### src/rtl/pll_reset_sequencer.sv
// pll_reset_sequencer
//
// Generates the core reset for everything clocked from the PLL output.
// Sequence:
//   1. Wait for the synchronised lock flag.
//   2. Require a run of stable locked cycles.
//   3. Hold the core in reset for a fixed time.
//   4. Release the reset synchronously.
// In RUN the block watches for lock loss. Dropouts shorter than
// UNLOCK_FILTER cycles are ignored. A software request re-runs the hold
// phase without requalifying lock.
//
// Ports:
//   CLK        in   PLL output clock; the only clock of this block
//   resetn     in   asynchronous active-low reset
//   locked     in   PLL lock flag, asynchronous to CLK
//   sw_rst_req in   one-cycle request to re-run the hold phase (RUN only)
//   rst_out_n  out  core reset, active-low
//                   asserts asynchronously with resetn, deasserts on CLK
//   ready      out  high only in RUN
//   lock_lost  out  one-cycle pulse per filtered lock loss
//   state      out  0=WAIT_LOCK 1=SETTLE 2=HOLD 3=RUN
//   loss_count out  number of lock-loss events, saturating at 255
//
// Optional feature macro: PLL_LOSS_COUNTER_EN
//   When defined, loss_count counts lock_lost pulses.
//   When undefined, loss_count is tied to zero and no counter flops exist.
//
// Handshake: there is no valid/ready pair on this block. The output
// "ready" is a level status that is high exactly while state==RUN. No
// transfer is qualified by it.
module pll_reset_sequencer #(
  parameter int unsigned LOCK_STABLE_CYCLES = 1024,
  parameter int unsigned RESET_HOLD_CYCLES  = 16,
  parameter int unsigned UNLOCK_FILTER      = 4,
  parameter int unsigned CNT_W              = 16
) (
  input  logic       CLK,
  input  logic       resetn,
  input  logic       locked,
  input  logic       sw_rst_req,
  output logic       rst_out_n,
  output logic       ready,
  output logic       lock_lost,
  output logic [1:0] state,
  output logic [7:0] loss_count
);

  typedef enum logic [1:0] {
    WAIT_LOCK = 2'd0,
    SETTLE    = 2'd1,
    HOLD      = 2'd2,
    RUN       = 2'd3
  } state_t;

  // Terminal counts. Each one forces a state change, so the counter never wraps.
  localparam logic [CNT_W-1:0] LOCK_LAST = CNT_W'(LOCK_STABLE_CYCLES - 1);
  localparam logic [CNT_W-1:0] HOLD_LAST = CNT_W'(RESET_HOLD_CYCLES - 1);
  localparam logic [CNT_W-1:0] FILT_LAST = CNT_W'(UNLOCK_FILTER - 1);
  localparam logic [CNT_W-1:0] CNT_ONE   = CNT_W'(1);

  state_t           st;
  logic [CNT_W-1:0] cnt;
  logic             sync1;
  logic             lk_s;   // synchronised lock flag; the only use of locked

`ifdef PLL_LOSS_COUNTER_EN
  logic [7:0] loss_q;
  assign loss_count = loss_q;
`else
  assign loss_count = 8'd0;
`endif

  assign state = st;

  always_ff @(posedge CLK or negedge resetn) begin
    if (!resetn) begin
      st        <= WAIT_LOCK;
      cnt       <= '0;
      sync1     <= 1'b0;
      lk_s      <= 1'b0;
      rst_out_n <= 1'b0;
      ready     <= 1'b0;
      lock_lost <= 1'b0;
`ifdef PLL_LOSS_COUNTER_EN
      loss_q    <= 8'd0;
`endif
    end else begin
      sync1     <= locked;
      lk_s      <= sync1;
      lock_lost <= 1'b0;
      case (st)
        WAIT_LOCK: begin
          cnt       <= '0;
          rst_out_n <= 1'b0;
          ready     <= 1'b0;
          if (lk_s) st <= SETTLE;
        end
        SETTLE: begin
          if (!lk_s) begin
            st  <= WAIT_LOCK;
            cnt <= '0;
          end else if (cnt == LOCK_LAST) begin
            st  <= HOLD;
            cnt <= '0;
          end else begin
            cnt <= cnt + CNT_ONE;
          end
        end
        HOLD: begin
          if (!lk_s) begin
            st  <= WAIT_LOCK;
            cnt <= '0;
          end else if (cnt == HOLD_LAST) begin
            // Reset release and ready are registered on the same edge.
            st        <= RUN;
            cnt       <= '0;
            rst_out_n <= 1'b1;
            ready     <= 1'b1;
          end else begin
            cnt <= cnt + CNT_ONE;
          end
        end
        RUN: begin
          if (!lk_s && (cnt == FILT_LAST)) begin
            // A real lock loss takes priority over a coincident sw_rst_req.
            st        <= WAIT_LOCK;
            cnt       <= '0;
            rst_out_n <= 1'b0;
            ready     <= 1'b0;
            lock_lost <= 1'b1;
`ifdef PLL_LOSS_COUNTER_EN
            if (loss_q != 8'hFF) loss_q <= loss_q + 8'd1;
`endif
          end else if (sw_rst_req) begin
            st        <= HOLD;
            cnt       <= '0;
            rst_out_n <= 1'b0;
            ready     <= 1'b0;
          end else if (lk_s) begin
            cnt <= '0;
          end else begin
            cnt <= cnt + CNT_ONE;
          end
        end
        default: begin
          st  <= WAIT_LOCK;
          cnt <= '0;
        end
      endcase
    end
  end

endmodule

### config.mk
export PLATFORM = sky130hd
export DESIGN_NAME = pll_reset_sequencer
export DESIGN_NICKNAME = d
export VERILOG_FILES = /design/src/rtl/pll_reset_sequencer.sv
export SDC_FILE = /design/constraint.sdc
export NUM_CORES = 1
export LEC_CHECK = 0
export CAP_MARGIN = 20
export CORE_MARGIN = 1.5
export CORE_UTILIZATION = 55
export DETAILED_ROUTE_END_ITERATION = 16
export DONT_BUFFER_PORTS = 1
export HOLD_SLACK_MARGIN = 0.08
export PLACE_DENSITY_LB_ADDON = 0.08
export SLEW_MARGIN = 20
export SYNTH_ARGS = -nofsm -noshare
export SYNTH_HDL_FRONTEND = slang
export SYNTH_SLANG_ARGS = --single-unit
### constraint.sdc
create_clock -name CLK -period 3.02 [get_ports CLK]
set_input_delay 0.151 -clock CLK [delete_from_list [all_inputs] [get_ports CLK]]
set_output_delay 0.151 -clock CLK [all_outputs]
set_load 0.1 [all_outputs]
After elaboration in Yosys (flattened, before gate mapping)
Cells that the tools add are included.
- input port bits: 4
- ROM bits: 0
- word-level logic and storage cells: 48
- bits in writable memories: 0
- memories kept: 0
- flip-flop bits (word level): 22
- bits in latches: 0
- output and inout bits: 13
- reduce and logical (&&, ||, !) cells: 6
- bitwise gates (word level): 0
- multiplexer cells: 23
- equal/unequal tests: 12
- add/sub/neg operators: 1
- divide/modulo/power cells: 0
- multiply operators: 0
- order comparisons: 0
- shift-type cells: 0
- operator list (operator ; count):
    16-bit 2-to-1 mux ; 7
    16-bit one-hot mux with 4 select lines ; 1
    16-bit by 1-bit adder with 16-bit output, second input constant ; 1
    16-bit by 10-bit equality test with 1-bit output, second input constant ; 1
    16-bit by 2-bit equality test with 1-bit output, second input constant ; 1
    16-bit by 4-bit equality test with 1-bit output, second input constant ; 1
    2-bit 2-to-1 mux ; 7
    3-bit != test, second input constant ; 3
    2-bit one-hot mux with 4 select lines ; 1
    4-bit AND reduction ; 2
    1-bit 2-to-1 mux ; 6
    2-bit != test, second input constant ; 3
    2-bit equality test, second input constant ; 2
    1-bit one-hot mux with 3 select lines ; 1
    3-bit nonzero test ; 1
    2-bit by 1-bit equality test with 1-bit output, second input constant ; 1
    2-bit zero test ; 1
    1-bit logical AND ; 1
    1-bit zero test ; 1

Longest topological paths before layout
Gate-level depths: netlist of the first run.
- depth in word-level cells: 5
- depth in mapped cells: 7

Least setup slack after synthesis of the first run
Ideal clock, no wire load.
- path type: reg-to-reg
- from: register st[1] (netlist: state[1])
- to: register cnt[10]
- setup slack: 578 ps
- stages on the path, launching flop included: 7
- library setup time: 71 ps
- clock period less this slack: 2442 ps
- arrival: 2370 ps
- buffers on the path: 1
- cells stage by stage: dfrtp_1 -> ha_1 -> or2b_2 -> or3_1 -> a21o_2 -> buf_4 -> nor2_1
- longest elaborated chain between the ends: 2
- elaborated cells between the ends (all ways): 5
- classes of those cells: eq/ne (3); mux (1); reduce/logical (1)
- RTL lines (element ; line ; text):
    start: declaration ; 62 ; state_t st;
    start signal: assignment ; 78 ; st <= WAIT_LOCK;
    start signal: assignment ; 97 ; if (lk_s) st <= SETTLE;
    start signal: assignment ; 101 ; st <= WAIT_LOCK;
    2-bit equality test, or another cell as far along ; 92 ; case (st)
    16-bit one-hot mux with 4 select lines * ; 92 ;
    end signal: assignment ; 107 ; cnt <= cnt + CNT_ONE;
    end signal: assignment ; 121 ; cnt <= cnt + CNT_ONE;
    end signal: assignment ; 143 ; cnt <= cnt + CNT_ONE;
    end: declaration ; 63 ; logic [CNT_W-1:0] cnt;
Mark *: on every way between the ends. The rest lies on a longest branch, timed or not.
A chain may end at the register's enable or synchronous reset.

Worst setup path after layout of the first run
- from: register cnt[10]
- to: register cnt[2]
- longest elaborated chain between the ends: 4
- elaborated cells between the ends (all ways): 10
- classes of those cells: eq/ne (3); mux (6); reduce/logical (1)
- RTL lines (element ; line ; text):
    16-bit by 4-bit equality test with 1-bit output, or another cell as far along ; 114 ; end else if (cnt == HOLD_LAST) begin
    16-bit 2-to-1 mux, or another cell as far along ; 114 ;
    16-bit 2-to-1 mux (on tied branches) ; 111, 100, 125 ;
    16-bit one-hot mux with 4 select lines * ; 92 ;
Marks and branches as above.

==> qor.csv, run 1 <==
metric;value;unit
irDropWorstVdd;0.6870;mV
dieArea;0.002548;mm^2
tritoncts;built;
clkPwrFrac;0.203;
grt_overflow;0;
avgSynthCellArea;10.16;um^2
fin_cells;156;
sequentialPowerShare;0.409;
syn_area;0.001240;mm^2
dr.pass1.iters;4;
path_clk_slew;0.12;ns
dpl_cell_area;0.001242;mm^2
required;3.22;ns
post-dp-hpwl;1558;um
nNetsFinal;139;
yosysSeqAreaShare;0.4440;
fp-row-count;17;
finalCritPeriodShare;0.8039;
antenna_found_initial;0;
numCtsBuffers;3;
dieHeight;50.48;um
dr.first_iter.drc_count;14;
timing.final.ws_setup;0.5923;ns
cts_resized;0;
die_x;50.48;um
hold_viol;0;
netlist_instances;122;
post_drt_wl_per_cell;13.71;um
clkLatencyLatePin;0.31;ns
ant_nets;0;
p_sw;0.3288;mW
cts_root_buffer;clkbuf_4;
drc;0;
synth_flop_cell;dfrtp_1;
htree_num_levels;1;
grt_pass1_wl;3739;um
groute.usage.overall;0.2015;
crit_family;simple AND/OR/NAND/NOR gates;
slew_headroom;0.3655;
synth-edff-count;0;
io_pins;17;
critPathMaxStageDelay;0.70;ns
hp-class;in2reg;
dp.cells;149;
rsz0062_at_grt;false;
critical_path.slowest_cell;nor4_1;
vias;835;
worst_pin_slew;0.9518;ns
post_cts_buffers;0;
r2r_slack;0.59;ns
drive_gt1_frac;0.1563;
setup_viol;0;
worstPathArrival;2.62;ns
yosysTopAreaCell;dfrtp_1;
path_cells;or4_4, nor4_1, or3_1, a21o_2, nor2_1;
synth_area_leaders;dfrtp_1 44%, xor2_1 6.4%, buf_4 6.1%, ha_1 6.1%, nor2_1 6.1%;
cts_buffer_depth;2;
path_class;reg2reg;
power.share.switching;0.4154;
fin_crit;2.428;ns
clock_skew;0.0008439;ns
comb_power_share;0.388;
syn_to_final_growth;5.146;%
powerDensity;607.1;mW/mm^2
pre_cts_ws;0.6171;ns
start_kind;flop;
status;finished, final reports clean;
cts_sinks;22;
ys_warn_count;0;
core-area;0.002170;mm^2
cp_max_fo;16;
timing.fmax;0.4119;GHz
io_buffers;0;
yosys.cell_types.count;33;
netlist.area_leader.share;0.4440;
leakage;0.5886;nW
routed_wl;2139;um
async_reset_ff_frac;1.000;
crit_buf_inv;0;
antennaDiodeCount;0;
maxCapViolations;0;
cp-end-kind;flop;
p_int;0.4627;mW
grt_start_max_net_pins;23;
grt_pass1_vias;841;
vias_per_cell;5.353;
initial_core_util;0.5715;
design_area;0.001304;mm^2
synth_seq_cells;22;
final_max_slew_viol_count;0;
gp_congestion;0.7878;
tns;0;ns
ctsHoldBuffers;2;
-- Yosys cell counts, types with 2 or more instances --
cell type and number:
dfrtp_1 22, nor2_1 20, buf_4 10, xor2_1 9
nand3_1 7, ha_1 6, nand2_1 6, xnor2_1 5
inv_1 4, and4_2 3, o21ai_0 3, or4_4 3
and3_1 2, nand4_1 2, nor4_1 2
-- worst reg2reg max path: stages, from the launching register on --
cell     delay, ns
dfrtp_1       0.45
or4_4         0.56
nor4_1        0.70
or3_1         0.20
a21o_2        0.31
nor2_1        0.09
-- cell families (layout without fill, tap and decap cells) --
family / Yosys count / after routing / share of synthesized area
simple gates: 56 / 56 / 0.2553
flops: 22 / 22 / 0.4440
xor+xnor: 14 / 14 / 0.09889
buf+inv: 14 / 13 / 0.07265
compound gates: 7 / 7 / 0.04843
fa+ha+maj: 6 / 6 / 0.06054
mux: 2 / 2 / 0.01715
other cells: 1 / 8 / 0.003024
-- worst paths after layout --
path,start,endpoint,cells after the start
hold reg to reg,sync1,lk_s,0
min in group asynchronous,resetn,state[1],2
setup reg to reg,cnt[10],cnt[2],5
hold / removal,sw_rst_req,ready,4
max in group asynchronous,resetn,ready,2
setup / recovery,cnt[10],cnt[2],5
-- per-layer routing --
| metal | GRT usage | wire length (um) | vias to the layer above |
|---|---|---|---|
| li1 | - | - | 412 |
| met1 | 0.2637 | 1008 | 404 |
| met2 | 0.3246 | 1028 | 15 |
| met3 | 0.03571 | 65 | 4 |
| met4 | 0.09459 | 36 | 0 |
| met5 | 0 | 0 | - |
-- cells in the final DEF, fill, tap and decap left out, drive strengths merged, types with 2 or more instances in the layout --
cell	synthesis	layout
or4	4	4
nand2	6	6
nor4	2	2
buf	10	3
and4	3	3
inv	4	4
dfrtp	22	22
and2	2	2
nand3	7	7
xnor2	5	5
and3	3	3
clkbuf	0	4
ha	6	6
xor2	9	9
nand4	2	2
or2b	2	2
o21ai	3	3
nor2	20	20
conb	1	8
dlygate4sd3	0	2
-- flip-flops by register name, summed over array words and instances (netlist names) --
| name | cells |
|---|---|
| cnt | 16 |
| state | 2 |
| lk_s | 1 |
| lock_lost | 1 |
| ready | 1 |
| sync1 | 1 |
-- cell type report --
type / instances / area (um^2)
tap: 28 / 35.03
clock buffer: 4 / 36.28
multi-input combinational: 93 / 625.6
fill: 211 / 865.8
timing repair buffer: 5 / 40.04
inverter: 4 / 15.01
sequential: 22 / 551.8
-- power by group through the flow --
| stage | combinational, mW | sequential [mW] | clock [mW] |
|---|---|---|---|
| after floorplan | 0.176 | 0.414 | 0 |
| after global placement | 0.292 | 0.329 | 0 |
| after detailed placement | 0.300 | 0.330 | 0 |
| after CTS | 0.308 | 0.324 | 0.165 |
| after global routing | 0.333 | 0.328 | 0.176 |
| final | 0.307 | 0.324 | 0.161 |
-- per-stage QoR --
stage	total power, mW	hold WS (ns)	util
finish	0.7916	0.2500	0.6009
global route	0.8373	0.2855	0.6009
CTS	0.7972	0.2499	0.5986
detailed placement	0.6304	-0.1442	0.5727
global placement	0.6210	-0.1442	0.5727
floorplan	0.5893	-0.1446	-
(Power assumes the default switching activity.)
==> run 2, diff against run 1 <==
clock period = 2.15 ns   (was 3.02 ns; I/O delays follow)
==> qor.csv, run 2 (same netlist as run 1, synthesis figures left out) <==
metric;value;unit;change
fin_cells;172;;+10%
dieHeight;50.48;um;unchanged
cts_sinks;22;;unchanged
hold_viol;0;;unchanged
dr.pass1.iters;4;;unchanged
die_x;50.48;um;unchanged
dp.cells;165;;+11%
path_clk_slew;0.13;ns;about the same
ant_nets;0;;unchanged
slew_headroom;0.4261;;+0.06063
post-dp-hpwl;1679;um;+7.7%
timing.fmax;0.4442;GHz;+7.8%
initial_core_util;0.5715;;unchanged
hold_ws;0.1743;ns;-0.07576 ns
hp-class;in2reg;;
powerDensity;870.6;mW/mm^2;+43%
core-area;0.002170;mm^2;unchanged
fin_crit;2.251;ns;-0.1763 ns
crit_top_cell;or4_4;;
largest_reg_flops;16;;unchanged
groute.usage.overall;0.2259;;+0.02438
violations;negative setup slack;;
grt_pass1_vias;982;;+17%
post_drt_wl_per_cell;13.43;um;-2.1%
cp-end-kind;flop;;
antenna_found_initial;0;;unchanged
worst_pin_slew;0.8614;ns;-0.09036 ns
io_pins;17;;unchanged
cts_buffer_depth;2;;unchanged
vias;903;;+8.1%
post-route-util;0.6724;;+0.07151
regArea;554.3;um^2;+0.45%
cp_max_fo;2;;-14
critical_path.slowest_cell;or4_4;;
final_max_slew_viol_count;0;;unchanged
critPathMaxStageDelay;0.55;ns;-0.15 ns
nNetsFinal;155;;+12%
clock_skew;0.001675;ns;+0.0008308 ns
required;2.36;ns;-0.86 ns
grt_overflow;0;;unchanged
gp_congestion;0.8237;;+4.6%
worstPathArrival;2.46;ns;-0.16 ns
drive_gt1_frac;0.2708;;+0.1146
tritoncts;built;;
syn_to_final_growth;17.66;%;
path_class;reg2reg;;
fp-row-count;17;;unchanged
htree_num_levels;1;;unchanged
setup_viol;18;;+18
final_common_cell;nor2_1;;
io_buffers;0;;unchanged
numCtsBuffers;3;;unchanged
grt_start_max_net_pins;23;;unchanged
dr.first_iter.drc_count;3;;-11
routed_wl;2310;um;+8.0%
vias_per_cell;5.250;;-1.9%
maxCapViolations;0;;unchanged
cts_root_buffer;clkbuf_4;;
drc;0;;unchanged
start_kind;flop;;
irDropWorstVdd;0.7378;mV;+7.4%
multi_input_area;629.4;um^2;+0.60%
power.total;1.270;mW;+60%
layout_common_cells;20 x nor2_1, 19 x dfrtp_1, 17 x buf_4;;
finalCritPeriodShare;1.047;;+0.2433
grt_pass1_wl;4319;um;+16%
crit_buf_inv;0;;unchanged
rsz0062_at_grt;true;;
tns;-0.5408;ns;-0.5408 ns
dieArea;0.002548;mm^2;unchanged
antennaDiodeCount;0;;unchanged
fill_cells;188;;-11%
timing.final.ws_setup;-0.1014;ns;-0.6937 ns
clkLatencyLatePin;0.31;ns;about the same
crit_family;simple AND/OR/NAND/NOR gates;;
status;finished, violations left;;
regMostFlops;cnt;;
leakage;0.6846;nW;+16%
path_cells;or4_4, or4_4, a32oi_2, o221ai_2, mux2_4;;
## run 2: cell types whose count changed in the layout (fill, tap and decap cells not counted)
cell       before  now
mux2_1          1    0
buf_4           2   17
bufinv_16       0    1
buf_12          0    1
clkbuf_8        1    0
mux2_4          0    1
dfrtp_1        21   19
dfrtp_2         1    3
## run 2: final timing paths
path                             from  endpoint  slack [ns]  cells after the start
max                            cnt[9]  state[1]       -0.10                      5
min                        sw_rst_req     ready        0.17                      4
max reg2reg                    cnt[9]  state[1]       -0.10                      5
min reg2reg                     sync1      lk_s        0.37                      0
max in group asynchronous      resetn     ready        1.52                      2
min in group asynchronous      resetn  state[1]        0.27                      2
## run 2: layout make-up
type,count,share of cell area
sequential,22,0.3799
clock buffer,3,0.01544
clock inverter,1,0.02058
multi-input combinational,93,0.4314
tap,28,0.02401
inverter,4,0.01029
timing repair buffer,21,0.1184
## run 2: per-stage QoR
stage	worst slack (ns)	area, um^2
floorplan	-0.08886	1272
global placement	-0.05959	1378
detailed placement	-0.1141	1378
CTS	-0.1245	1454
global route	-0.1544	1459
finish	-0.1014	1459
## run 2: timing repair
| item | 4_1_cts | 5_1_grt |
|---|---|---|
| pin swaps | 3 | 1 |
| hold endpoints to repair | 23 | 22 |
| gates resized for setup | 1 | 0 |
| buffers inserted | 0 | 0 |
| hold buffers | 2 | 1 |
| setup endpoints to repair | 18 | 18 |
## run 2: per-layer routing
layer / share of wire / GRT usage
met4: 0.026 / 0.1081
met3: 0.019 / 0.03869
met5: 0 / 0
met1: 0.48 / 0.2857
met2: 0.48 / 0.3750
## run 2: worst reg2reg max path: stages, from the launching register on
cell and delay (ns):
dfrtp_1 0.41, or4_4 0.54, or4_4 0.55, a32oi_2 0.20, o221ai_2 0.14, mux2_4 0.31
## run 2: report_power, final
group	switching [mW]	internal, mW	total [mW]
Combinational	0.319	0.155	0.474
Sequential	0.0326	0.444	0.476
Clock	0.131	0.188	0.319
==> run 3, diff against run 2 <==
ABC_AREA = 1   (was unset)
CTS_BUF_LIST = sky130_fd_sc_hd__clkbuf_8 sky130_fd_sc_hd__clkbuf_16   (was unset)
==> qor.csv, run 3 <==
metric;value;unit;change
htree_num_levels;1;;unchanged
post_drt_wl_per_cell;11.18;um;-17%
synth_flop_cell;dfrtp_1;;
worst_pin_slew;0.8696;ns;+0.008160 ns
slew_headroom;0.4207;;-0.005437
routed.top_layer;met4;;
hp-class;in2reg;;
ant_nets;0;;unchanged
crit_top_cell;nand2_1;;
grt_start_max_net_pins;23;;unchanged
tritoncts;built;;
dpl_cell_area;0.001363;mm^2;-1.1%
design_area;0.001443;mm^2;-1.1%
path_clk_slew;0.08;ns;-0.05 ns
critical_path.slowest_cell;dfrtp_1;;
gp_congestion;0.9248;;+12%
post-route-util;0.6339;;-0.03857
cp_max_fo;4;;+2
netlist.area_leader.share;0.4037;;-0.04033
cts_sinks;22;;unchanged
critPathMaxStageDelay;0.39;ns;-0.16 ns
met1_length;1097;um;-0.45%
yosysSeqAreaShare;0.4037;;-0.04033
routed_wl;2291;um;-0.82%
finalCritPeriodShare;0.7715;;-0.2757
final_max_slew_viol_count;0;;unchanged
drive_gt1_frac;0.1638;;-0.1070
io_pins;17;;unchanged
grt_pass1_wl;4174;um;-3.4%
clkLatencyLatePin;0.26;ns;-0.05 ns
groute.usage.overall;0.2077;;-0.01820
maxCapViolations;0;;unchanged
ctsHoldBuffers;2;;unchanged
antennaDiodeCount;0;;unchanged
post_cts_buffers;0;;unchanged
timing.fmax;0.6029;GHz;+36%
start_kind;flop;;
yosysMostFrequentCell;nand2_1;;
clock_skew;0.001914;ns;+0.0002391 ns
final_common_cell;nand2_1;;
nNetsFinal;188;;+21%
cts_resized;0;;-1
leakage;0.7203;nW;+5.2%
antenna_found_initial;0;;unchanged
path_class;reg2reg;;
dr.first_iter.drc_count;14;;+11
synth-edff-count;0;;unchanged
yosysTopAreaCell;dfrtp_1;;
post-dp-hpwl;1769;um;+5.4%
grt_pass1_vias;968;;-1.4%
dr.pass1.iters;4;;unchanged
setup_viol;0;;-18
synth_seq_cells;22;;unchanged
largest_reg_flops;16;;unchanged
ys_warn_count;0;;unchanged
timing.final.ws_setup;0.4914;ns;+0.5928 ns
vias_per_cell;4.961;;-5.5%
yosys.cell_types.count;21;;-36%
synth_area_leaders;dfrtp_1 40%, nand2_1 10%, nor2_1 6.9%, nor2_2 6.0%, xor2_1 5.8%;;
synthTopCellsByCount;38 x nand2_1, 25 x nor2_1, 22 x dfrtp_1, 18 x inv_1, 13 x nor2_2;;
status;finished, final reports clean;;
fin_crit;1.659;ns;-0.5928 ns
rsz0062_at_grt;false;;
netlist_instances;170;;+39%
met3_wirelength;112;um;+150%
worstPathArrival;1.85;ns;-0.61 ns
fp-row-count;17;;unchanged
path_cells;ha_1, inv_1, nor2_1, nand2_1, nor2_1, nand2_1, nand3_1, nand2_1, nor2_1, nand2_1, nand2_1;;
dieHeight;52.80;um;+4.6%
tns;0;ns;+0.5408 ns
regMostFlops;cnt;;
drc;0;;unchanged
numCtsBuffers;3;;unchanged
layout_common_cells;38 x nand2_1, 25 x nor2_1, 20 x dfrtp_1;;
async_reset_ff_frac;1.000;;unchanged
irDropWorstVdd;0.8505;mV;+15%
io_buffers;0;;unchanged
syn_to_final_growth;5.780;%;
core-area;0.002276;mm^2;+4.9%
die_x;52.80;um;+4.6%
cts_buffer_depth;2;;unchanged
routed-wl-met2;1037;um;-5.7%
crit_start;cnt[0];;
dieArea;0.002787;mm^2;+9.4%
grt_overflow;0;;unchanged
powerDensity;910.4;mW/mm^2;+4.6%
cts_root_buffer;clkbuf_8;;
pre_cts_ws;0.5007;ns;+0.6148 ns
required;2.34;ns;-0.02 ns
syn_area;0.001364;mm^2;+10%
cp-end-kind;flop;;
avgSynthCellArea;8.022;um^2;-21%
vias;1017;;+13%
hold_viol;0;;unchanged
hold_ws;0.1936;ns;+0.01929 ns
initial_core_util;0.5992;;+0.02772
min_from;sw_rst_req;;
reg2reg_from;cnt[0];;
-- run 3: cell types whose count changed in the layout (fill, tap and decap cells not counted), sizes merged, moves of 3 or more --
cell,delta
nand2,+35
and3,-3
or4,-4
o21ai,-3
inv,+15
nor2,+18
and4,-3
buf,-15
-- run 3: worst max-delay path, delay by kind of cell (launching register included) --
family,cells,cell delay (ns)
buffers and inverters,1,0.06
adder cells (fa/ha/maj),1,0.23
AND/OR/NAND/NOR,9,0.92
flip-flops,1,0.39
-- run 3: metrics by stage --
| step | total power [mW] | std cells |
|---|---|---|
| floorplan | 0.9727 | 177 |
| CTS | 1.322 | 204 |
| global route | 1.402 | 205 |
| detailed placement | 1.020 | 198 |
| finish | 1.313 | 205 |
| global placement | 0.9998 | 198 |
-- run 3: report_power, final --
part | switching, mW | total, mW | leakage [nW] | internal (mW)
clock network | 0.127 | 0.290 | 0.0288 | 0.163
logic | 0.398 | 0.513 | 0.394 | 0.115
registers | 0.0644 | 0.510 | 0.297 | 0.445
total | 0.590 | 1.31 | 0.720 | 0.723
-- run 3: cells by family after synthesis --
family	share of synthesized area
AOI/OAI and AO/OA	0.01467
xor gates and xnor gates	0.08991
adders and majority gates	0.05504
buffers and inverters	0.1165
DFF	0.4037
other	0.002750
and+or+nand+nor	0.3174
-- run 3: worst paths after layout --
path | to | slack, ns | cells after the start
worst max-delay path | state[0] | 0.49 | 11
worst min-delay path | ready | 0.19 | 4
worst max register to register | state[0] | 0.49 | 11
worst min register to register | lk_s | 0.36 | 0
max in group asynchronous | state[0] | 1.47 | 2
min in group asynchronous | lock_lost | 0.33 | 2
-- run 3: cell type report --
type,instances,area [um^2]
Fill cell,198,833.3
Multi-Input combinational cell,126,680.7
Sequential cell,22,553.0
Inverter,19,71.32
Clock buffer,4,55.05
Timing Repair Buffer,6,47.55
Tap cell,28,35.03
-- run 3: routing by layer --
| metal | global-route usage | vias up |
|---|---|---|
| li1 | - | 510 |
| met1 | 0.2757 | 467 |
| met2 | 0.3333 | 34 |
| met3 | 0.03429 | 6 |
| met4 | 0.08547 | 0 |
| met5 | 0 | - |
